File: config.mk
export PLATFORM = sky130hd
export DESIGN_NAME = branch_pc_unit
export DESIGN_NICKNAME = d
export VERILOG_FILES = /design/src/rtl/branch_pc_unit_pkg.sv /design/src/rtl/branch_pc_unit_pc_target_adder.sv /design/src/rtl/branch_pc_unit.sv
export SDC_FILE = /design/constraint.sdc
export NUM_CORES = 1
export LEC_CHECK = 0
export ABC_AREA = 1
export BUFFER_PORTS_ARGS = -buffer_cell sky130_fd_sc_hd__buf_2
export CORE_ASPECT_RATIO = 1.4
export CORE_MARGIN = 3
export CORE_UTILIZATION = 25
export DETAILED_ROUTE_END_ITERATION = 7
export SLEW_MARGIN = 5
export SYNTH_ARGS = -nofsm -noshare
export SYNTH_HDL_FRONTEND = slang
export SYNTH_SLANG_ARGS = --single-unit
File: constraint.sdc
create_clock -name clk -period 2.6 [get_ports clk]
set_input_delay 0.39 -clock clk [delete_from_list [all_inputs] [get_ports clk]]
set_output_delay 0.39 -clock clk [all_outputs]
set_load 0.01 [all_outputs]
File: src/rtl/branch_pc_unit_pkg.sv
// branch_pc_unit_pkg: shared FSM encoding, width defaults and IR C-field position for the branch/PC unit
package branch_pc_unit_pkg;
  localparam int ADDR_W_DEF  = 32;
  localparam int OFF_W_DEF   = 19;
  localparam int C_FIELD_LSB = 0;
  localparam int C_FIELD_MSB = C_FIELD_LSB + OFF_W_DEF - 1;
  typedef enum logic [1:0] {
    BR_IDLE    = 2'd0,
    BR_SAMPLE  = 2'd1,
    BR_RESOLVE = 2'd2
  } br_state_e;
endpackage

File: src/rtl/branch_pc_unit_pc_target_adder.sv
// pc_target_adder: sign-extends the branch displacement and adds it to the PC, wrapping modulo 2^ADDR_W
module pc_target_adder #(
  parameter int ADDR_W = 32,
  parameter int OFF_W  = 19
) (
  input  logic [ADDR_W-1:0] pc_i,
  input  logic [OFF_W-1:0]  off_i,
  output logic [ADDR_W-1:0] target_o
);
  assign target_o = pc_i + {{(ADDR_W-OFF_W){off_i[OFF_W-1]}}, off_i};
endmodule

File: src/rtl/branch_pc_unit.sv
// branch_pc_unit: PC register plus IDLE->SAMPLE->RESOLVE branch sequencer with latched CON flag.
// Defining BR_STATS_EN adds saturating taken/not-taken branch counters.
module branch_pc_unit
  import branch_pc_unit_pkg::*;
#(
  parameter int                ADDR_W   = ADDR_W_DEF,
  parameter int                OFF_W    = OFF_W_DEF,
  parameter logic [ADDR_W-1:0] RESET_PC = '0
) (
  input  logic              clk,
  input  logic              clr_n,
  input  logic              pc_inc,
  input  logic              pc_load,
  input  logic [ADDR_W-1:0] pc_load_val,
  input  logic              br_start,
  input  logic [OFF_W-1:0]  br_offset,
  input  logic              con_in,
`ifdef BR_STATS_EN
  output logic [15:0]       br_taken_cnt,
  output logic [15:0]       br_nt_cnt,
`endif
  output logic [ADDR_W-1:0] pc,
  output logic              con_q,
  output logic              busy,
  output logic              br_done,
  output logic              br_taken
);
  br_state_e         state_q, state_d;
  logic [OFF_W-1:0]  off_q, off_d;
  logic [ADDR_W-1:0] pc_q, pc_d, target;
  logic              con_d, done_q, done_d, taken_q, taken_d;

  pc_target_adder #(.ADDR_W(ADDR_W), .OFF_W(OFF_W)) u_adder (
    .pc_i(pc_q), .off_i(off_q), .target_o(target)
  );

  always_comb begin
    state_d = state_q;
    off_d   = off_q;
    pc_d    = pc_q;
    con_d   = con_q;
    done_d  = 1'b0;
    taken_d = taken_q;
    case (state_q)
      BR_IDLE: begin
        state_d = br_start ? BR_SAMPLE : BR_IDLE;
        off_d   = br_start ? br_offset : off_q;
        pc_d    = pc_load ? pc_load_val : pc_inc ? pc_q + ADDR_W'(1) : pc_q;
      end
      BR_SAMPLE: begin
        state_d = BR_RESOLVE;
        con_d   = con_in;
      end
      BR_RESOLVE: begin
        state_d = BR_IDLE;
        pc_d    = con_q ? target : pc_q;
        done_d  = 1'b1;
        taken_d = con_q;
      end
      default: state_d = BR_IDLE;
    endcase
  end

  always_ff @(posedge clk or negedge clr_n) begin
    if (!clr_n) begin
      state_q <= BR_IDLE;
      off_q   <= '0;
      pc_q    <= RESET_PC;
      con_q   <= 1'b0;
      done_q  <= 1'b0;
      taken_q <= 1'b0;
    end else begin
      state_q <= state_d;
      off_q   <= off_d;
      pc_q    <= pc_d;
      con_q   <= con_d;
      done_q  <= done_d;
      taken_q <= taken_d;
    end
  end

`ifdef BR_STATS_EN
  logic [15:0] taken_cnt_q, nt_cnt_q;
  always_ff @(posedge clk or negedge clr_n) begin
    if (!clr_n) begin
      taken_cnt_q <= '0;
      nt_cnt_q    <= '0;
    end else if (state_q == BR_RESOLVE) begin
      if (con_q && taken_cnt_q != 16'hFFFF) taken_cnt_q <= taken_cnt_q + 16'd1;
      if (!con_q && nt_cnt_q != 16'hFFFF) nt_cnt_q <= nt_cnt_q + 16'd1;
    end
  end
  assign br_taken_cnt = taken_cnt_q;
  assign br_nt_cnt    = nt_cnt_q;
`endif

  assign pc       = pc_q;
  assign busy     = state_q != BR_IDLE;
  assign br_done  = done_q;
  assign br_taken = taken_q;
endmodule

* Yosys cells after proc, flatten, opt, wreduce, memory -nomap -nowiden
Cells that the tools add are included.
Word-level totals: flip-flop bits (word level) 56, word-level logic and storage cells 24
Operators by class: $add $sub $neg 2, equality and inequality tests 4, reduce and logical (&&, ||, !) cells 5, mux-type cells 7
Operators with widths (number):
- $mux 32 | 3
- $pmux 32 s2 | 1
- $add 32x1->32 const B | 1
- $add 32x32->32 | 1
- $pmux 2 s2 | 1
- $reduce_bool 2->1 | 2
- $ne 3x3->1 const B | 1
- $reduce_and 3->1 | 1
- $eq 2x1->1 const B | 1
- $eq 2x2->1 const B | 1
- $logic_not 2->1 | 1
- $mux 1 | 2
- $ne 2x2->1 const B | 1
- $reduce_and 2->1 | 1

* Depth between registers and ports, before layout
Gate-level depths: netlist of run 1.
depth after elaboration 4, mapped depth 13, mapped depth without buffers 13

* Hierarchy
From an unflattened synthesis of run 1, not the netlist that was laid out.
Unflattened totals: cells, all modules 1072, area, all modules 6085.8 sq um
By module, submodules not included:
- branch_pc_unit | area each 3701.0 sq um, seq. area each 1401.3 sq um, instances 1, cells an instance 578
- pc_target_adder | area each 2384.8 sq um, seq. area each 0.0 sq um, instances 1, cells an instance 494

* Worst setup path after synthesis of run 1
No wires, ideal clock.
kind reg-to-reg, start point register pc_q[0], in the netlist pc[0], end point register pc_q[30], in the netlist pc[30], setup slack 0.567 ns, cell stages (with the launch flop) 14, required time 2.523 ns, buffers on the path 0, period minus slack after synthesis 2.033 ns, data arrival time 1.955 ns, setup time 0.077 ns, cells stage by stage dfrtp_1 -> ha_1 -> fa_1 -> nand3_1 -> nand3_1 -> nand2_1 -> nand2_1 -> nand2_1 -> nand2_1 -> nand2_1 -> nand2_1 -> nand2_1 -> nand3_1 -> a21oi_1
On the way: word-level cells in the longest chain between the ends 4, elaborated cells between the ends (all ways) 6, those cells by class 2 x add/sub; 4 x mux
RTL lines:
- start, declared | line branch_pc_unit.sv:30 | logic [ADDR_W-1:0] pc_q, pc_d, target;
- start signal, assigned | line branch_pc_unit.sv:75 | pc_q <= pc_d;
- $add 32x1->32 | line branch_pc_unit.sv:48 | pc_d = pc_load ? pc_load_val : pc_inc ? pc_q + ADDR_W'(1) : pc_q;
- $mux 32 (2 in a row) | line branch_pc_unit.sv:48
- $pmux 32 s2 (*) | line branch_pc_unit.sv:44 | case (state_q)
Mark *: on every way between the ends. The rest lies on a longest branch, timed or not. The select of a mux whose other input is x is not followed. A chain may end at the register's enable or synchronous reset.

* Worst setup path in the final report of run 1
start point register pc_q[0], in the netlist pc[0], end point register pc_q[22], in the netlist pc[22]
The elaborated chain is that of the path after synthesis.

==> impl_summary.log, run 1 <==
INFO  metric drv_slew = 0
INFO  metric postPlaceCellArea = 6820 sq um
INFO  metric ctsRootBufferMaster = sky130_fd_sc_hd__clkbuf_16
INFO  metric first_global_vias = 6,543
INFO  metric synth_area_per_cell = 5.81 sq um
INFO  metric sw_frac_of_total = 56.9%
INFO  metric overflow = 0
INFO  metric fill_cells = 2,609
INFO  metric cp_data_arrival_time = 2.60 ns
INFO  metric yosys_warnings = 0
INFO  metric reg2regPathDepth = 13
INFO  metric syn-num-nets = 1,107
INFO  metric synth-seq-cells = 56
INFO  metric r2r_start = pc[0]$_DFFE_PN0P_
INFO  metric skew = 0.0109 ns
INFO  metric largest_net_degree_at_the_start_of_global_routing = 46
INFO  metric post_synth_inst_count = 1,017
INFO  metric floorplan.initialDensity = 25.9%
INFO  metric initial_antenna_violation_count = 0
INFO  metric cts_inserted_buffers = 5
INFO  metric antennaDiodeCount = 0
INFO  metric cap_viol_max_count = 0
INFO  metric setup.reg_to_reg.worst_slack = 0.25 ns
INFO  metric fraction_of_power_consumed_by_combinational_cells = 70.9%
INFO  metric final_min_period_over_clock_period = 90.6%
INFO  metric reg2reg_to = pc[22]$_DFFE_PN0P_
INFO  metric crit_family = simple AND/OR/NAND/NOR gates
INFO  metric cts_buffer_depth = 2
INFO  metric relSlewSlack = 43.3%
INFO  metric cell_internal_pwr = 0.00364 W
INFO  metric timing.critical_path.cells = ha_1, fa_1, nand3_1, nand3_2, nand2_1, nand2_1, nand2_1, nand2_1, nand2_1, nand2_1, nand2_1, nand3_1, a21oi_1
INFO  metric drt_pre_antenna_iters = 7
INFO  metric via_per_inst = 4.73
INFO  metric share_clk_of_total_power = 9.2%
INFO  metric layout-drive-gt1-share = 13.7%
INFO  metric p_leak = 3.76 nW
INFO  metric setup_total_negative_slack = 0 ns
INFO  metric routed.top_layer = met4
INFO  metric die_footprint = 25,500 sq um
INFO  metric clock_sinks = 56
INFO  metric via_count = 6,706
INFO  metric syn_area = 5910 sq um
INFO  metric cts.repair_timing.setup_buffer_count = 0
INFO  metric detail_route.wl_per_cell = 15.9 um
INFO  metric drc = 0
INFO  metric vdd_drop_max = 366 uV
INFO  metric finalSetupViolCount = 0
INFO  metric worst_hold_path_type = input pin to asynchronous set/reset pin
INFO  metric period_needed = 2.35 ns
INFO  metric wl_met3 = 1100 um
INFO  metric layout_overhead_on_the_synthesized_area = 18.2%
INFO  metric design.core.area = 22,900 sq um
INFO  metric postRouteWirelength = 22,500 um
INFO  metric cts_tree = built
INFO  metric ios = 93
INFO  metric criticalPathCategory = flop to flop
INFO  metric rsz0062_at_grt = no
INFO  metric wl_met2 = 11,200 um
INFO  metric yosysSeqAreaShare = 23.7%
INFO  metric cp_peak_stage_delay = 0.46 ns
INFO  metric synth.lib_cells_used.distinct = 33
INFO  metric port_buffers = 92
INFO  metric grtUsageTotal = 17.6%
INFO  metric clk_pin_slew_worst_paths = 0.09 ns
INFO  metric cts.htree.levels = 2
INFO  metric net-switching-power = 0.00481 W
INFO  metric final_hold_viol_count = 0
INFO  metric worstSetupEndpointType = flop
INFO  metric cp.required = 2.85 ns
INFO  metric pwr_density_cell = 1210 nW/um^2
INFO  metric final_nets = 1,205
INFO  metric cp_common_cell = sky130_fd_sc_hd__nand2_1
INFO  metric globalplace.congestion = 0.931
INFO  metric routedLengthMet1 = 9040 um
INFO  metric antenna_left = 0
INFO  metric share_seq_of_total_power = 19.9%
INFO  metric die_height = 188 um
INFO  metric placementRows = 65
INFO  metric final_core_util = 30.6%
INFO  metric max_freq = 0.425 GHz
INFO  metric worstPathMaxFanout = 4
INFO  metric run_status = complete, no violations
INFO  metric clk-insertion-delay-late = 0.32 ns
INFO  metric critical_path_buf_inv_count = 0
INFO  metric dieWidth = 136 um
INFO  metric worst-slew-pin-transition = 0.849 ns
INFO  metric post_route_standard_cell_area_excluding_fillers = 6980 sq um
INFO  metric grt_pass1_wl = 35,200 um
INFO  metric dpl.hpwl = 18,300 um
INFO  metric cp-start-kind = flop
INFO  metric first_iter_violations = 487
INFO  metric crit_path_top_delay_cell = sky130_fd_sc_hd__fa_1
[registers in the layout, summed over array words and instances, names as in the netlist]
name / flops
br_done: 1
br_taken: 1
con_q: 1
off_q: 19
pc: 32
state_q: 2
[routing by layer]
layer	up-vias	GRT usage, %
li1	3382	-
met1	3060	20.6
met2	210	31.5
met3	54	2.28
met4	0	7.99
met5	-	0
[cells in the final DEF, fill, tap and decap left out, types with 2 or more instances in the layout]
cell type / instances
sky130_fd_sc_hd__clkbuf_16: 5
sky130_fd_sc_hd__nor2_2: 7
sky130_fd_sc_hd__nand2_1: 385
sky130_fd_sc_hd__nand3_2: 3
sky130_fd_sc_hd__nor3_1: 5
sky130_fd_sc_hd__ha_1: 32
sky130_fd_sc_hd__a21oi_1: 71
sky130_fd_sc_hd__a31oi_1: 8
sky130_fd_sc_hd__buf_2: 92
sky130_fd_sc_hd__buf_4: 21
sky130_fd_sc_hd__nor2_1: 109
sky130_fd_sc_hd__nand3b_1: 19
sky130_fd_sc_hd__buf_12: 2
sky130_fd_sc_hd__nand3_1: 60
sky130_fd_sc_hd__o21ai_0: 39
sky130_fd_sc_hd__nand2_2: 6
sky130_fd_sc_hd__nand4_1: 2
sky130_fd_sc_hd__xnor2_1: 10
sky130_fd_sc_hd__o211ai_1: 4
sky130_fd_sc_hd__inv_2: 5
sky130_fd_sc_hd__o21bai_1: 6
sky130_fd_sc_hd__dfrtp_1: 56
sky130_fd_sc_hd__nor2_4: 6
sky130_fd_sc_hd__inv_1: 143
sky130_fd_sc_hd__xor2_1: 9
[cell families (layout without fill, tap and decap cells)]
family | count (synthesis) | count (layout) | synth area share, %
compound gates | 132 | 132 | 12.0
xor+xnor | 19 | 19 | 2.82
fa+ha+maj | 33 | 33 | 7.12
buf+inv | 172 | 271 | 11.5
flops | 56 | 56 | 23.7
mux | 1 | 1 | 0.191
simple gates | 604 | 604 | 42.6
[cells in the mapped netlist, drive strengths merged]
cell type,instances,area [sq um]
a21o,1,7.51
a21oi,72,364
a2bb2oi,1,8.76
a31oi,8,50.1
buf,15,91.3
clkbuf,9,33.8
dfrtp,56,1400
fa,1,20.0
ha,32,400
inv,148,556
mux2,1,11.3
nand2,391,1480
nand3,63,325
nand3b,19,143
nand4,2,12.5
nor2,122,518
nor3,5,25.0
o211ai,4,30.0
o21ai,39,195
o21bai,6,45.0
o221ai,1,8.76
or2,2,12.5
xnor2,10,87.6
xor2,9,78.8
[what timing repair did]
item,in CTS,in global routing
hold buffers,0,0
endpoints found under the setup margin,0,1
gates resized for setup,0,1
[per-stage QoR]
stage | worst slack [ns] | power, W | instances | hold WS [ns]
floorplan | 0.567 | 0.00561 | 1017 | 0.0944
CTS | 0.219 | 0.00846 | 1417 | 0.106
global route | 0.0553 | 0.00932 | 1417 | 0.125
global placement | 0.231 | 0.00761 | 1409 | 0.453
finish | 0.246 | 0.00845 | 1417 | 0.0890
detailed placement | 0.257 | 0.00764 | 1409 | 0.456
[power groups by stage]
| stage | Clock, W | Combinational, W | Sequential (W) |
|---|---|---|---|
| global placement | 0 | 0.00592 | 0.00169 |
| global route | 0.000821 | 0.00679 | 0.00171 |
| finish | 0.000774 | 0.00599 | 0.00168 |
| detailed placement | 0 | 0.00594 | 0.00169 |
| CTS | 0.000798 | 0.00598 | 0.00168 |
| floorplan | 0 | 0.00386 | 0.00175 |
[how the worst max path moves through the flow]
stage | startpoint | to | slack (ns) | depth (start not counted)
2_1_floorplan | pc[0]$_DFFE_PN0P_ | pc[30]$_DFFE_PN0P_ | 0.57 | 13
3_3_place_gp | pc[0]$_DFFE_PN0P_ | pc[22]$_DFFE_PN0P_ | 0.23 | 13
3_5_place_dp | pc[0]$_DFFE_PN0P_ | pc[22]$_DFFE_PN0P_ | 0.26 | 13
4_1_cts | pc[0]$_DFFE_PN0P_ | pc[22]$_DFFE_PN0P_ | 0.22 | 13
5_1_grt | pc[0]$_DFFE_PN0P_ | pc[22]$_DFFE_PN0P_ | 0.06 | 13
6_report | pc[0]$_DFFE_PN0P_ | pc[22]$_DFFE_PN0P_ | 0.25 | 13
[final cells by class]
class	instances	area (sq um)	share of cell area, %
Clock inverter	3	33.8	0.484
Clock buffer	5	125	1.79
Timing Repair Buffer	115	658	9.42
Multi-Input combinational cell	789	3830	54.9
Sequential cell	56	1400	20.1
Inverter	148	556	7.95
Tap cell	301	377	5.39
(Power assumes the default switching activity.)
==> inputs of run 2 (changes only) <==
--- a/config.mk
+++ b/config.mk
@@ -14,4 +14,5 @@
 export SLEW_MARGIN = 5
 export SYNTH_ARGS = -nofsm -noshare
 export SYNTH_HDL_FRONTEND = slang
+export SYNTH_HIERARCHICAL = 1
 export SYNTH_SLANG_ARGS = --single-unit
==> run 2 against run 1 <==
Effect of this change: core utilization shrank 0.37 points; global-route usage down 0.94 points; final cell count is 4.4% higher; synthesized cell count is 5.4% higher; via count is 0.40% higher; critical path type unchanged; critical endpoint is now pc[20]$_DFFE_PN0P_; highest routed layer unchanged.
==> impl_summary.log, run 2 <==
INFO  metric run_status = complete, no violations
INFO  metric via_per_inst = 4.55 (-3.8%)
INFO  metric synth-edff-count = 0 (unchanged)
INFO  metric cts.htree.levels = 2 (unchanged)
INFO  metric leading_cell_type_by_number_of_instances_after_synthesis = sky130_fd_sc_hd__nand2_1
INFO  metric cts_inserted_buffers = 5 (unchanged)
INFO  metric skew = 0.0150 ns (+0.00407 ns)
INFO  metric cts_hold_buf = 0 (unchanged)
INFO  metric max_freq = 0.430 GHz (+1.2%)
INFO  metric layout_overhead_on_the_synthesized_area = 17.1%
INFO  metric reg2regPathDepth = 16 (+3)
INFO  metric via_count = 6,733 (+0.40%)
INFO  metric detail_route.wl_per_cell = 14.7 um (-7.6%)
INFO  metric ctsRootBufferMaster = sky130_fd_sc_hd__clkbuf_16
INFO  metric drc = 0 (unchanged)
INFO  metric criticalPathCategory = flop to flop
INFO  metric share_clk_of_total_power = 9.7% (+0.5 points)
INFO  metric drt_pre_antenna_iters = 5 (-2)
INFO  metric yosysSeqAreaShare = 23.0% (-0.69 points)
INFO  metric cts_tree = built
INFO  metric drv_slew = 0 (unchanged)
INFO  metric yosys_warnings = 6 (+6)
INFO  metric worstSetupEndpointType = flop
INFO  metric rsz0062_at_grt = no
INFO  metric largest_register_ff_count = 32 (unchanged)
INFO  metric share_of_async_settable_or_async_resettable_flops_after_synthesis = 100% (unchanged)
INFO  metric ios = 93 (unchanged)
INFO  metric cp-start-kind = flop
INFO  metric dpl.hpwl = 17,800 um (-2.8%)
INFO  metric syn_area = 6090 sq um (+3.0%)
INFO  metric cp.required = 2.81 ns (-0.04 ns)
INFO  metric share_seq_of_total_power = 22.1% (+2.2 points)
INFO  metric layout-drive-gt1-share = 14.4% (+0.70 points)
INFO  metric post_synth_top_flop = sky130_fd_sc_hd__dfrtp_1
INFO  metric final_common_cell = sky130_fd_sc_hd__nand2_1
INFO  metric synth_area_per_cell = 5.68 sq um (-2.3%)
INFO  metric placementRows = 66 (+1.5%)
INFO  metric dieWidth = 138 um (+1.4%)
INFO  metric reg2reg_to = pc[20]$_DFFE_PN0P_
INFO  metric worst-slew-pin-transition = 0.822 ns (-0.0275 ns)
INFO  metric grtUsageTotal = 16.7% (-0.94 points)
INFO  metric cp_data_arrival_time = 2.54 ns (-0.06 ns)
INFO  metric floorplan.initialDensity = 25.8% (-0.085 points)
INFO  metric final_hold_viol_count = 0 (unchanged)
INFO  metric p_leak = 4.20 nW (+12%)
INFO  metric cts_buffer_depth = 2 (unchanged)
INFO  metric synth.lib_cells_used.distinct = 35 (+6.1%)
INFO  metric die_footprint = 26,300 sq um (+2.9%)
INFO  metric finalSetupViolCount = 0 (unchanged)
INFO  metric port_buffers = 92 (unchanged)
INFO  metric design.core.area = 23,600 sq um (+3.3%)
INFO  metric setup.reg_to_reg.worst_slack = 0.27 ns (+0.03 ns)
INFO  metric synth_top_cell_by_area = sky130_fd_sc_hd__nand2_1
INFO  metric setup_total_negative_slack = 0 ns (unchanged)
INFO  metric clk-insertion-delay-late = 0.32 ns (about the same)
INFO  metric r2r_start = pc[0]$_DFFE_PN0P_
INFO  metric first_iter_violations = 505 (+3.7%)
INFO  metric period_needed = 2.33 ns (-0.0283 ns)
INFO  metric relSlewSlack = 45.2% (+1.9 points)
INFO  metric clock_sinks = 56 (unchanged)
INFO  metric fraction_of_power_consumed_by_combinational_cells = 68.2% (-2.7 points)
INFO  metric pwr_density_cell = 1100 nW/um^2 (-8.8%)
INFO  metric synthDominantCellAreaShare = 29.6% (+5.1 points)
INFO  metric syn-num-nets = 1,162 (+5.0%)
INFO  metric antenna_left = 0 (unchanged)
INFO  metric globalplace.congestion = 0.915 (-1.8%)
INFO  metric ys_top_cells_by_area = sky130_fd_sc_hd__nand2_1, sky130_fd_sc_hd__dfrtp_1, sky130_fd_sc_hd__inv_1
INFO  metric largest_net_degree_at_the_start_of_global_routing = 57 (+24%)
INFO  metric postRouteWirelength = 21,700 um (-3.5%)
INFO  metric clk_pin_slew_worst_paths = 0.09 ns (about the same)
INFO  metric antennaDiodeCount = 0 (unchanged)
INFO  metric total_power = 0.00786 W (-6.9%)
INFO  metric final_nets = 1,262 (+4.7%)
INFO  metric sw_frac_of_total = 55.7% (-1.2 points)
INFO  metric worst_hold_path_type = input pin to asynchronous set/reset pin
INFO  metric final_min_period_over_clock_period = 89.5% (-1.1 points)
INFO  metric cell_internal_pwr = 0.00348 W (-4.4%)
INFO  metric overflow = 0 (unchanged)
INFO  metric grt_pass1_wl = 33,600 um (-4.5%)
INFO  metric die_height = 191 um (+1.4%)
INFO  metric post_synth_inst_count = 1,072 (+5.4%)
INFO  metric commonest_cells_after_routing_fill_and_taps_aside = sky130_fd_sc_hd__nand2_1, sky130_fd_sc_hd__inv_1, sky130_fd_sc_hd__nor2_1
INFO  metric first_global_vias = 6,291 (-3.9%)
INFO  metric worstPathMaxFanout = 5 (+1)
INFO  metric cap_viol_max_count = 0 (unchanged)
INFO  metric initial_antenna_violation_count = 0 (unchanged)
INFO  metric net-switching-power = 0.00438 W (-8.9%)
INFO  metric vdd_drop_max = 423 uV (+16%)
INFO  metric synth-seq-cells = 56 (unchanged)
INFO  metric synth_top_cells_by_count = sky130_fd_sc_hd__nand2_1, sky130_fd_sc_hd__inv_1, sky130_fd_sc_hd__nor2_1
## run 2: cell types whose count changed after synthesis, sizes merged, moves of 12 or more
cell | before | now
nor2 | 122 | 139
o21ai | 39 | 17
nand2 | 391 | 497
xor2 | 9 | 21
a21oi | 72 | 48
nand3b | 19 | 0
## run 2: worst max-delay path, stage by stage, from the launching register on
cell and delay (ns):
sky130_fd_sc_hd__dfrtp_1 0.44, sky130_fd_sc_hd__ha_1 0.28, sky130_fd_sc_hd__fa_1 0.46, sky130_fd_sc_hd__nand3_1 0.13
sky130_fd_sc_hd__nand3_2 0.08, sky130_fd_sc_hd__nand2_1 0.09, sky130_fd_sc_hd__nand2_2 0.08, sky130_fd_sc_hd__nand2_1 0.08
sky130_fd_sc_hd__nand2_2 0.07, sky130_fd_sc_hd__nand2_1 0.10, sky130_fd_sc_hd__nand2_1 0.06, sky130_fd_sc_hd__nand2_1 0.05
sky130_fd_sc_hd__nand2_1 0.05, sky130_fd_sc_hd__nor2_1 0.10, sky130_fd_sc_hd__nor2_1 0.05, sky130_fd_sc_hd__nand2_1 0.06
sky130_fd_sc_hd__nand2_1 0.05
## run 2: worst max path at each step
stage,start,end,slack [ns],cells past startpoint
3_3_place_gp,off_q[18]$_DFFE_PN0P_,pc[28]$_DFFE_PN0P_,0.27,13
4_1_cts,off_q[18]$_DFFE_PN0P_,pc[28]$_DFFE_PN0P_,0.24,13
3_5_place_dp,off_q[18]$_DFFE_PN0P_,pc[28]$_DFFE_PN0P_,0.26,13
2_1_floorplan,pc[0]$_DFFE_PN0P_,pc[28]$_DFFE_PN0P_,0.50,16
5_1_grt,pc[0]$_DFFE_PN0P_,pc[20]$_DFFE_PN0P_,0.08,16
6_report,pc[0]$_DFFE_PN0P_,pc[20]$_DFFE_PN0P_,0.27,16
## run 2: cell families (layout without fill, tap and decap cells)
kind of cell | count (synthesis) | count (layout) | share of synthesized area [%]
buf+inv | 170 | 271 | 11.5
simple gates | 710 | 710 | 47.9
compound gates | 76 | 76 | 6.74
fa+ha+maj | 33 | 33 | 6.91
flops | 56 | 56 | 23.0
mux | 1 | 1 | 0.185
xor+xnor | 26 | 26 | 3.74
## run 2: area by class of cell
cell class,instances,area [sq um]
clock buffers,6,139
clock inverters,2,13.8
fillers,2741,16500
inverters,147,552
multi-input cells,846,3990
flip-flops and latches,56,1400
well taps,306,383
repair buffers,116,653
## run 2: metrics by stage
stage               util (%)  cells  setup WS [ns]  instance area, sq um  hold WS (ns)
global route            30.2   1479         0.0764                  7130         0.277
global placement        29.5   1471          0.266                  6980         0.471
detailed placement      29.5   1471          0.256                  6980         0.480
floorplan                  -   1072          0.502                  6090        0.0944
CTS                     30.2   1479          0.239                  7130         0.264
finish                  30.2   1479          0.274                  7130         0.225
## run 2: per-layer routing
| metal | share of wire, % | vias up | global-route usage (%) | wire length [um] |
|---|---|---|---|---|
| met4 | 3.7 | 0 | 6.31 | 804 |
| met1 | 41 | 3015 | 19.9 | 8890 |
| met2 | 50 | 204 | 29.8 | 10900 |
| met5 | 0 | - | 0 | 0 |
| met3 | 5.1 | 42 | 2.46 | 1100 |
| li1 | - | 3472 | - | - |
## run 2: what timing repair did
| item | in CTS | in global routing |
|---|---|---|
| gates resized for setup | 0 | 1 |
| buffers inserted | 0 | 0 |
| setup endpoints to repair | 0 | 1 |
## run 2: power groups by stage
stage / Clock, W / Sequential, W / Combinational (W)
2_1_floorplan: 0 / 0.00173 / 0.00347
3_3_place_gp: 0 / 0.00176 / 0.00532
3_5_place_dp: 0 / 0.00176 / 0.00534
4_1_cts: 0.000788 / 0.00174 / 0.00537
5_1_grt: 0.000816 / 0.00178 / 0.00606
6_report: 0.000764 / 0.00174 / 0.00536
